**config.mk**
```make
export PLATFORM = sky130hd
export DESIGN_NAME = sync_fifo_flat
export DESIGN_NICKNAME = d
export VERILOG_FILES = /design/src/rtl/sync_fifo_pkg.sv /design/src/rtl/sync_fifo_if.sv /design/src/rtl/sync_fifo_mem.sv /design/src/rtl/sync_fifo.sv /design/src/flat_wrapper.sv
export SDC_FILE = /design/constraint.sdc
export NUM_CORES = 1
export LEC_CHECK = 0
export CORE_MARGIN = 1.5
export CORE_UTILIZATION = 55
export CTS_CLUSTER_DIAMETER = 200
export DETAILED_ROUTE_END_ITERATION = 10
export GPL_ROUTABILITY_DRIVEN = 0
export PLACE_DENSITY = 0.79
export SLEW_MARGIN = 20
export SYNTH_ARGS = -nofsm -noshare
export SYNTH_HDL_FRONTEND = slang
export SYNTH_HIERARCHICAL = 1
export SYNTH_SLANG_ARGS = --single-unit
```
**constraint.sdc**
```tcl
create_clock -name clk -period 5.8 [get_ports clk]
set_input_delay 0.87 -clock clk [delete_from_list [all_inputs] [get_ports clk]]
set_output_delay 0.87 -clock clk [all_outputs]
set_load 0.01 [all_outputs]
```
**src/rtl/sync_fifo_pkg.sv**
```systemverilog
// Shared constants and types for the single-clock FIFO.
// No logic; default geometry plus the per-cycle operation encoding.
// Backpressure is not applicable here.
package sync_fifo_pkg;

    localparam int DEF_WIDTH = 16;
    localparam int DEF_DEPTH = 8;
    localparam int DEF_AW    = $clog2(DEF_DEPTH);

    typedef logic [DEF_AW-1:0] ptr_t;
    typedef logic [DEF_AW:0]   cnt_t;

    // Which side actually completes this cycle, as {write, read}
    typedef enum logic [1:0] {
        OP_NONE = 2'b00,
        OP_RD   = 2'b01,
        OP_WR   = 2'b10,
        OP_BOTH = 2'b11
    } op_t;

    function automatic op_t op_decode(input logic wr_ok, input logic rd_ok);
        return op_t'({wr_ok, rd_ok});
    endfunction

endpackage

```
**src/rtl/sync_fifo_if.sv**
```systemverilog
// Producer/consumer bus of the FIFO: requests, read data, strobes and level flags.
// No logic or latency; master drives requests, slave (the FIFO) drives status.
// Backpressure is reported through full/overflow and empty/underflow.
interface sync_fifo_if #(
    parameter int FIFO_WIDTH = 16
);
    logic [FIFO_WIDTH-1:0] data_in;
    logic                  wr_en;
    logic                  rd_en;
    logic [FIFO_WIDTH-1:0] data_out;
    logic                  wr_ack;
    logic                  overflow;
    logic                  underflow;
    logic                  full;
    logic                  almostfull;
    logic                  empty;
    logic                  almostempty;

    modport master (
        output data_in, wr_en, rd_en,
        input  data_out, wr_ack, overflow, underflow,
        input  full, almostfull, empty, almostempty
    );

    modport slave (
        input  data_in, wr_en, rd_en,
        output data_out, wr_ack, overflow, underflow,
        output full, almostfull, empty, almostempty
    );

endinterface

```
**src/rtl/sync_fifo_mem.sv**
```systemverilog
// 1-write/1-read register array with a registered read port.
// Read data appears one cycle after i_rd_en; writes land on the same edge.
// No backpressure: the caller guarantees enables only for legal accesses.
module sync_fifo_mem #(
    parameter int WIDTH = 16,
    parameter int DEPTH = 8
) (
    input  logic                     clk,
    input  logic                     rst,
    input  logic                     i_wr_en,
    input  logic [$clog2(DEPTH)-1:0] i_wr_addr,
    input  logic [WIDTH-1:0]         i_wr_dat,
    input  logic                     i_rd_en,
    input  logic [$clog2(DEPTH)-1:0] i_rd_addr,
    output logic [WIDTH-1:0]         o_rd_dat
);

    logic [WIDTH-1:0] r_mem [DEPTH];
    logic [WIDTH-1:0] r_rd_dat;

    // Storage is deliberately not reset; only the output register is.
    always_ff @(posedge clk) begin
        if (i_wr_en) begin
            r_mem[i_wr_addr] <= i_wr_dat;
        end
    end

    always_ff @(posedge clk) begin
        if (rst) begin
            r_rd_dat <= '0;
        end else if (i_rd_en) begin
            r_rd_dat <= r_mem[i_rd_addr];
        end
    end

    assign o_rd_dat = r_rd_dat;

endmodule

```
**src/rtl/sync_fifo.sv**
```systemverilog
// Single-clock FIFO: pointers, occupancy count, registered strobes, decoded level flags.
// Read data 1 cycle after rd_en; strobes 1 cycle after request; flags follow count.
// Writes when full are dropped (overflow), reads when empty are dropped (underflow).
// Optional SYNC_FIFO_SVA_EN compiles in embedded assertions and covers.
module sync_fifo
    import sync_fifo_pkg::*;
#(
    parameter int FIFO_WIDTH = DEF_WIDTH,
    parameter int FIFO_DEPTH = DEF_DEPTH
) (
    input  logic        clk,
    input  logic        rst,
    sync_fifo_if.slave  bus
);

    localparam int AW = $clog2(FIFO_DEPTH);

    typedef logic [AW-1:0] fifo_ptr_t;
    typedef logic [AW:0]   fifo_cnt_t;

    localparam fifo_cnt_t C_DEPTH   = fifo_cnt_t'(FIFO_DEPTH);
    localparam fifo_cnt_t C_AFULL   = fifo_cnt_t'(FIFO_DEPTH - 1);
    localparam fifo_cnt_t C_ONE     = fifo_cnt_t'(1);
    localparam fifo_ptr_t C_PTR_ONE = fifo_ptr_t'(1);

    fifo_ptr_t r_wr_ptr;
    fifo_ptr_t r_rd_ptr;
    fifo_cnt_t r_count;
    fifo_cnt_t w_count_nxt;
    logic      r_wr_ack;
    logic      r_overflow;
    logic      r_underflow;

    logic      w_full;
    logic      w_almostfull;
    logic      w_empty;
    logic      w_almostempty;
    logic      w_wr_ok;
    logic      w_rd_ok;
    op_t       w_op;
    logic [FIFO_WIDTH-1:0] w_rd_dat;

    assign w_full        = (r_count == C_DEPTH);
    assign w_almostfull  = (r_count == C_AFULL);
    assign w_empty       = (r_count == '0);
    assign w_almostempty = (r_count == C_ONE);

    // Acceptance uses the current count, so a read in the same cycle never frees room for a write.
    assign w_wr_ok = bus.wr_en & ~w_full;
    assign w_rd_ok = bus.rd_en & ~w_empty;
    assign w_op    = op_decode(w_wr_ok, w_rd_ok);

    always_comb begin
        w_count_nxt = r_count;
        case (w_op)
            OP_WR:   w_count_nxt = r_count + C_ONE;
            OP_RD:   w_count_nxt = r_count - C_ONE;
            default: w_count_nxt = r_count;
        endcase
    end

    always_ff @(posedge clk) begin
        if (rst) begin
            r_wr_ptr    <= '0;
            r_rd_ptr    <= '0;
            r_count     <= '0;
            r_wr_ack    <= 1'b0;
            r_overflow  <= 1'b0;
            r_underflow <= 1'b0;
        end else begin
            if (w_wr_ok) begin
                r_wr_ptr <= r_wr_ptr + C_PTR_ONE;
            end
            if (w_rd_ok) begin
                r_rd_ptr <= r_rd_ptr + C_PTR_ONE;
            end
            r_count     <= w_count_nxt;
            r_wr_ack    <= w_wr_ok;
            r_overflow  <= bus.wr_en & w_full;
            r_underflow <= bus.rd_en & w_empty;
        end
    end

    sync_fifo_mem #(
        .WIDTH (FIFO_WIDTH),
        .DEPTH (FIFO_DEPTH)
    ) u_mem (
        .clk       (clk),
        .rst       (rst),
        .i_wr_en   (w_wr_ok & ~rst),
        .i_wr_addr (r_wr_ptr),
        .i_wr_dat  (bus.data_in),
        .i_rd_en   (w_rd_ok),
        .i_rd_addr (r_rd_ptr),
        .o_rd_dat  (w_rd_dat)
    );

    assign bus.data_out    = w_rd_dat;
    assign bus.wr_ack      = r_wr_ack;
    assign bus.overflow    = r_overflow;
    assign bus.underflow   = r_underflow;
    assign bus.full        = w_full;
    assign bus.almostfull  = w_almostfull;
    assign bus.empty       = w_empty;
    assign bus.almostempty = w_almostempty;

`ifdef SYNC_FIFO_SVA_EN
    localparam fifo_ptr_t C_PTR_MAX = fifo_ptr_t'(FIFO_DEPTH - 1);

    a_reset_state: assert property (@(posedge clk)
        rst |=> (!r_wr_ack && !r_overflow && !r_underflow &&
                 !w_full && !w_almostfull && !w_almostempty && w_empty))
        else $error("sync_fifo: outputs not cleared by reset");

    a_flag_count: assert property (@(posedge clk) disable iff (rst)
        (w_full == (r_count == C_DEPTH)) && (w_empty == (r_count == '0)) &&
        (w_almostfull == (r_count == C_AFULL)) && (w_almostempty == (r_count == C_ONE)) &&
        !(w_full && w_empty))
        else $error("sync_fifo: flags inconsistent with count");

    a_wr_ack: assert property (@(posedge clk) disable iff (rst)
        (bus.wr_en && !w_full) |=> r_wr_ack)
        else $error("sync_fifo: accepted write without wr_ack");

    a_overflow: assert property (@(posedge clk) disable iff (rst)
        (bus.wr_en && w_full) |=> (r_overflow && !r_wr_ack))
        else $error("sync_fifo: write when full without overflow");

    a_underflow: assert property (@(posedge clk) disable iff (rst)
        (bus.rd_en && w_empty) |=> r_underflow)
        else $error("sync_fifo: read when empty without underflow");

    a_wr_wrap: assert property (@(posedge clk) disable iff (rst)
        (w_wr_ok && r_wr_ptr == C_PTR_MAX) |=> (r_wr_ptr == '0))
        else $error("sync_fifo: write pointer failed to wrap");

    a_rd_wrap: assert property (@(posedge clk) disable iff (rst)
        (w_rd_ok && r_rd_ptr == C_PTR_MAX) |=> (r_rd_ptr == '0))
        else $error("sync_fifo: read pointer failed to wrap");

    a_count_range: assert property (@(posedge clk) disable iff (rst)
        r_count <= C_DEPTH)
        else $error("sync_fifo: count out of range");

    c_full:      cover property (@(posedge clk) disable iff (rst) w_full);
    c_overflow:  cover property (@(posedge clk) disable iff (rst) r_overflow);
    c_underflow: cover property (@(posedge clk) disable iff (rst) r_underflow);
    c_wr_wrap:   cover property (@(posedge clk) disable iff (rst) w_wr_ok && r_wr_ptr == C_PTR_MAX);
    c_both_full: cover property (@(posedge clk) disable iff (rst) bus.wr_en && bus.rd_en && w_full);
`endif

endmodule

```
**src/flat_wrapper.sv**
```systemverilog
// flat-port wrapper written by rule: the top's interface ports become plain ports
module sync_fifo_flat import sync_fifo_pkg::*;
#(
    parameter int FIFO_WIDTH = DEF_WIDTH,
    parameter int FIFO_DEPTH = DEF_DEPTH
)
  (clk, rst, bus_data_in, bus_wr_en, bus_rd_en, bus_data_out, bus_wr_ack, bus_overflow, bus_underflow, bus_full, bus_almostfull, bus_empty, bus_almostempty);
  sync_fifo_if #(.FIFO_WIDTH(FIFO_WIDTH)) bus_i ();
  input  logic clk;
  input  logic rst;
  input wire logic [$bits(bus_i.data_in)-1:0] bus_data_in;
  input wire logic [$bits(bus_i.wr_en)-1:0] bus_wr_en;
  input wire logic [$bits(bus_i.rd_en)-1:0] bus_rd_en;
  output wire logic [$bits(bus_i.data_out)-1:0] bus_data_out;
  output wire logic [$bits(bus_i.wr_ack)-1:0] bus_wr_ack;
  output wire logic [$bits(bus_i.overflow)-1:0] bus_overflow;
  output wire logic [$bits(bus_i.underflow)-1:0] bus_underflow;
  output wire logic [$bits(bus_i.full)-1:0] bus_full;
  output wire logic [$bits(bus_i.almostfull)-1:0] bus_almostfull;
  output wire logic [$bits(bus_i.empty)-1:0] bus_empty;
  output wire logic [$bits(bus_i.almostempty)-1:0] bus_almostempty;
  assign bus_i.data_in = bus_data_in;
  assign bus_i.wr_en = bus_wr_en;
  assign bus_i.rd_en = bus_rd_en;
  assign bus_data_out = bus_i.data_out;
  assign bus_wr_ack = bus_i.wr_ack;
  assign bus_overflow = bus_i.overflow;
  assign bus_underflow = bus_i.underflow;
  assign bus_full = bus_i.full;
  assign bus_almostfull = bus_i.almostfull;
  assign bus_empty = bus_i.empty;
  assign bus_almostempty = bus_i.almostempty;
  sync_fifo #(.FIFO_WIDTH(FIFO_WIDTH), .FIFO_DEPTH(FIFO_DEPTH)) u_core (.clk(clk), .rst(rst), .bus(bus_i));
endmodule
```
==> run_results.csv, run 1 <==
group,metric,value,unit
power,p_switching,818,uW
global_routing,grt_pass1_wl,19400,um
timing,tns,0,ns
place,port_buffers,42,
clocking,cts_buffers,17,
logic_synthesis,syn_inst,380,
timing,setup_viol,0,
clocking,cts_buffer_depth,2,
worst_setup_path,rr_worst_depth,10,
worst_setup_path,path_class,"flip-flop to primary output",
detailed_routing,routed_wl,12600,um
timing,worstMarginPinSlew,1.01,ns
place,dp_cells,554,
logic_synthesis,yosysUniqueCellTypes,38,
logic_synthesis,synth_edf_count,128,
final_layout,finalNonFillerCells,586,
global_routing,grt_usage,0.230,
die,coreArea,0.0109,mm^2
detailed_routing,num_vias,3511,
hold_path,worstHoldEndpoint,"u_core/u_mem/o_rd_dat[4]$_SDFFE_PP0P_",
worst_setup_path,start_kind,"flip-flop",
logic_synthesis,synth_area,0.00621,mm^2
timing,slew_headroom,0.329,
clocking,cts_root_buffer,"clkbuf_16",
power,cellPowerDensity,424,mW/mm^2
global_routing,grt_pass1_vias,3525,
final_layout,final_cell_mix,"128 x edfxtp_1, 42 x clkdlybuf4s50_1, 33 x mux2i_1",
timing,whs,0.494,ns
timing,fin_worst_skew,0.00801,ns
final_layout,nFillCells,751,
die,die_w,109,um
die,die_area,0.0119,mm^2
global_routing,grt_antenna_before_repair,0,
final_layout,mostFrequentLayoutCell,"edfxtp_1",
power,pwr-share-comb,0.203,
detailed_routing,ant_nets,0,
final_layout,multi_input_area,0.00160,mm^2
die,io_pins,43,
timing,period_share,0.515,
timing,max_freq,335,MHz
clocking,cts-resized-gates,0,
worst_setup_path,cp_max_fo,5,
final_layout,area_growth_syn_to_layout,18.1,%
logic_synthesis,synth_top_flop_cell,"edfxtp_1",
worst_setup_path,rrSetupSlack,2.91,ns
worst_setup_path,cp_data_arrival_time,2.12,ns
global_routing,grt-ovfl-total,0,
clocking,cts_tree,"yes",
power,p_sw_frac,0.263,
clocking,cts_setup_buffers,0,
power,p_leak,0.00243,uW
logic_synthesis,syn_nets,406,
power,fin_total_pwr,3110,uW
logic_synthesis,postSynthAreaPerCell,16.3,um^2
die,die-height,109,um
power,power.internal,2290,uW
timing,rsz0062_at_grt,"false",
final_layout,stdcell_area,0.00733,mm^2
final_layout,diodes,0,
detailed_routing,route.met3.wl,698,um
power,clkPwrFrac,0.354,
die,rows,38,
detailed_routing,wl_met1,5330,um
clocking,clock_latency,0.41,ns
worst_setup_path,timing.rr.end,"u_core/r_count[3]$_SDFFE_PP0P_",
power,p_seq_frac,0.443,
detailed_routing,via_per_inst,5.99,
detailed_routing,highest_layer,"met4",
detailed_routing,drt_iter0_drc,198,
logic_synthesis,synth_area_leaders,"edfxtp_1 62%, dfxtp_1 9.3%, mux2_2 5.8%",
place,place_area,0.00674,mm^2
logic_synthesis,ys_ff_latch,157,
timing,slew_viol_final,0,
final_layout,drive_gt1_frac,0.193,
logic_synthesis,async_flop_share,0,
detailed_routing,met2WireLength,6290,um
hold_path,hold_depth,2,
worst_setup_path,r2r_start,"u_core/r_count[0]$_SDFFE_PP0P_",
detailed_routing,dr.pass1.iters,4,
detailed_routing,wl_per_cell,21.6,um
detailed_routing,route.detailed.drc,0,
clocking,hold_buffers,0,
logic_synthesis,ys_seq_area_frac,0.712,
flow_run,maxCapViolations,0,
timing,finalHoldViolations,0,
timing,fin_crit,2.99,ns
hold_path,hp-start,"u_core/u_mem/o_rd_dat[4]$_SDFFE_PP0P_",
global_routing,grt_max_degree,35,
place,dpl.hpwl,7260,um
logic_synthesis,synth_top_cell_by_area,"edfxtp_1",
worst_setup_path,cp-end-kind,"primary output",
clocking,ctsHtreeMaxLevel,4,
clocking,path_clk_slew,0.06,ns
run_status,outcome,"finished, final reports clean",
final_layout,seqCellArea,0.00443,mm^2
logic_synthesis,ys_warn_count,6,
hold_path,hold_class,"flip-flop to flip-flop",
clocking,clock-sinks,157,
logic_synthesis,netlist.area_leader.share,0.619,
die,initial_utilization,0.568,
power,vdd_drop_max,0.214,mV
final_layout,nets,459,
worst_setup_path,worst_ep_required_time,4.93,ns
==> layer usage <==
| layer | track usage | up-vias |
|---|---|---|
| met5 | 0 | - |
| met3 | 0.0460 | 25 |
| met1 | 0.304 | 1763 |
| li1 | - | 1599 |
| met2 | 0.369 | 124 |
| met4 | 0.109 | 0 |
==> final cells by class <==
type | count | share of cell area
Clock inverter | 12 | 0.0198
Sequential cell | 157 | 0.603
Clock buffer | 20 | 0.0609
Timing Repair Buffer | 54 | 0.0696
Multi-Input combinational cell | 196 | 0.219
Inverter | 7 | 0.00358
Tap cell | 140 | 0.0239
==> cell families after synthesis <==
logic type	count (synthesis)	share of synthesized area
mux	67	0.115
compound gates	62	0.0806
xor+xnor	2	0.00282
buf+inv	27	0.0322
simple gates	59	0.0449
flops	157	0.712
fa+ha+maj	6	0.0121
==> synth_stat cells (all sizes together) (3+ instances only) <==
master	n
nand2b	4
o22ai	13
o221ai	3
a221o	13
a22oi	3
dfxtp	29
nor2b	3
inv	7
nand2	5
or3	3
o21ai	5
mux2i	33
a21oi	6
nor3	4
buf	9
clkbuf	11
mux2	34
a211oi	17
ha	6
nor2	32
nand3	3
edfxtp	128
==> worst max-delay path by stage <==
stage | start | endpoint
finish | u_core/r_count[1]$_SDFFE_PP0P_ | bus_empty
global route | u_core/r_count[1]$_SDFFE_PP0P_ | bus_empty
CTS | u_core/r_count[1]$_SDFFE_PP0P_ | bus_empty
detailed placement | bus_rd_en | u_core/r_count[3]$_SDFFE_PP0P_
global placement | bus_rd_en | u_core/r_count[3]$_SDFFE_PP0P_
floorplan | rst | u_core/u_mem/r_mem[0][0]$_DFFE_PP_
==> power by group through the flow <==
stage | Clock, uW | Sequential [uW] | Combinational [uW]
floorplan | 0 | 1370 | 464
global placement | 0 | 1400 | 605
detailed placement | 0 | 1400 | 622
CTS | 1110 | 1380 | 633
global route | 1160 | 1390 | 682
finish | 1100 | 1380 | 630
==> through the flow <==
stage	utilization	setup WS, ns
finish	0.671	2.81
floorplan	-	2.77
CTS	0.671	2.79
global route	0.671	2.67
detailed placement	0.616	2.46
global placement	0.616	2.49
==> worst max-delay path, stage by stage, from the launching register on <==
cell	delay, ns
dfxtp_1	0.33
inv_1	0.10
ha_1	0.19
or3b_1	0.42
inv_2	0.12
clkdlybuf4s50_1	0.53
==> registers in the layout, summed over array words and instances, names as in the netlist <==
signal and cells:
u_core/u_mem/r_mem 128, u_core/u_mem/o_rd_dat 16, u_core/bus.underflow 1, u_core/bus.overflow 1, u_core/r_count 4, u_core/r_wr_ptr 3
u_core/r_rd_ptr 3, u_core/bus.wr_ack 1
Power figures use the tool's default switching activity.
==> run 2: changes to the inputs <==
Clock period 5.8 ns to 3 ns, I/O delays scaled along.
==> run 2 against run 1 <==
  * Count of clock-buffer cells in the layout decreased by 3
  * Final cell count increased by 1.7%
  * Critical path type unchanged
  * Critical endpoint unchanged
  * Largest power group unchanged
  * Register-to-register slack got worse by 2.4 ns
  * Routed wire length decreased by 5.3%
  * Clock skew decreased by 0.0013 ns
==> run_results.csv, run 2 (synthesis results as in run 1) <==
group,metric,value,unit
power,fin_total_pwr,5840,uW
detailed_routing,wl_per_cell,20.1,um
flow_run,maxCapViolations,0,
global_routing,grt_antenna_before_repair,0,
worst_setup_path,cp-end-kind,"primary output",
final_layout,mostFrequentLayoutCell,"edfxtp_1",
die,io_pins,43,
worst_setup_path,cp_max_fo,5,
global_routing,grt-ovfl-total,0,
worst_setup_path,cp_data_arrival_time,2.12,ns
clocking,cts_root_buffer,"clkbuf_16",
clocking,cts_setup_buffers,0,
worst_setup_path,rrSetupSlack,0.51,ns
detailed_routing,wl_met1,5070,um
timing,tns,0,ns
clocking,clock_latency,0.42,ns
hold_path,hold_class,"flip-flop to flip-flop",
place,port_buffers,42,
worst_setup_path,r2r_start,"u_core/r_count[0]$_SDFFE_PP0P_",
clocking,cts_buffer_depth,2,
clocking,clock-sinks,157,
hold_path,hp-start,"u_core/u_mem/o_rd_dat[3]$_SDFFE_PP0P_",
worst_setup_path,worstSetupStartpoint,"u_core/r_count[1]$_SDFFE_PP0P_",
final_layout,final_cell_mix,"128 x edfxtp_1, 42 x clkdlybuf4s50_1, 33 x mux2i_1",
timing,slew_viol_final,0,
detailed_routing,ant_nets,0,
die,die_area,0.0119,mm^2
timing,fin_ws,0.426,ns
worst_setup_path,start_kind,"flip-flop",
power,vdd_drop_max,0.663,mV
timing,period_share,0.858,
global_routing,grt_pass1_wl,18800,um
power,p_leak,0.00247,uW
clocking,hold_buffers,0,
detailed_routing,routed_wl,12000,um
detailed_routing,dr.pass1.iters,4,
timing,finalHoldViolations,0,
final_layout,regMostFlops,"u_core/u_mem/r_mem",
clocking,cts-resized-gates,0,
final_layout,largest_register_ffs,128,
detailed_routing,num_vias,3436,
worst_setup_path,worst_ep_required_time,2.55,ns
global_routing,grt_usage,0.223,
place,post-place-ws,0.456,ns
die,rows,38,
timing,fin_crit,2.57,ns
die,die_w,109,um
detailed_routing,route.detailed.drc,0,
detailed_routing,route.met3.wl,704,um
run_status,outcome,"finished, final reports clean",
clocking,path_clk_slew,0.06,ns
global_routing,grt_pass1_vias,3482,
clocking,cts_buffers,17,
hold_path,hold_depth,2,
detailed_routing,via_per_inst,5.77,
clocking,ctsHtreeMaxLevel,4,
die,initial_utilization,0.568,
final_layout,diodes,0,
die,coreArea,0.0109,mm^2
timing,slew_headroom,0.346,
die,die-height,109,um
detailed_routing,drt_iter0_drc,272,
detailed_routing,met2WireLength,6040,um
timing,rsz0062_at_grt,"false",
worst_setup_path,timing.rr.end,"u_core/r_count[3]$_SDFFE_PP0P_",
global_routing,grt_max_degree,38,
final_layout,area_growth_syn_to_layout,18.7,%
worst_setup_path,rr_worst_depth,9,
place,dpl.hpwl,7260,um
timing,max_freq,388,MHz
timing,setup_viol,0,
final_layout,nets,469,
final_layout,drive_gt1_frac,0.215,
power,cellPowerDensity,792,mW/mm^2
detailed_routing,highest_layer,"met4",
hold_path,worstHoldEndpoint,"u_core/u_mem/o_rd_dat[3]$_SDFFE_PP0P_",
timing,worstMarginPinSlew,0.981,ns
timing,fin_worst_skew,0.00674,ns
worst_setup_path,path_class,"flip-flop to primary output",
clocking,cts_tree,"yes",
## run 2: cell types whose count changed in the layout (fill, tap and decap cells not counted), sizes merged
cell	delta
buf	+10
clkbuf	-3
clkinv	+4
bufinv	-1
## run 2: how the worst max path moves through the flow
stage                                    endpoint  cells after the start
6_report                                bus_empty                      5
5_1_grt            u_core/r_count[3]$_SDFFE_PP0P_                      9
4_1_cts                                 bus_empty                      5
3_5_place_dp       u_core/r_count[3]$_SDFFE_PP0P_                      7
3_3_place_gp       u_core/r_count[3]$_SDFFE_PP0P_                      7
2_1_floorplan  u_core/u_mem/r_mem[0][0]$_DFFE_PP_                      7
## run 2: cell type report
type                            count  area, um^2
Sequential cell                   157        4430
Tap cell                          140         175
Inverter                            7        26.3
Timing Repair Buffer               64         586
Clock inverter                     15         130
Fill cell                         770        3570
Clock buffer                       17         425
Multi-Input combinational cell    196        1600
## run 2: layer usage
metal	vias to the layer above	track usage
met5	-	0
met3	9	0.0550
met1	1710	0.280
met4	0	0.0937
met2	100	0.369
li1	1617	-
## run 2: critical path, stage by stage (launching register included)
cell             delay [ns]
dfxtp_1                0.33
inv_1                  0.11
ha_1                   0.19
or3b_1                 0.42
inv_2                  0.12
clkdlybuf4s50_1        0.54
## run 2: through the flow
stage / area (um^2) / hold WS, ns / instances / utilization
finish: 7370 / 0.492 / 596 / 0.674
global route: 7370 / 0.503 / 596 / 0.674
CTS: 7370 / 0.494 / 596 / 0.674
detailed placement: 6810 / 0.483 / 564 / 0.623
global placement: 6810 / 0.473 / 564 / 0.623
floorplan: 6210 / 0.487 / 380 / -
## run 2: report_power, final
part	switching (uW)	internal, uW
clock network	801	1200
registers	82.5	2500
logic	645	612
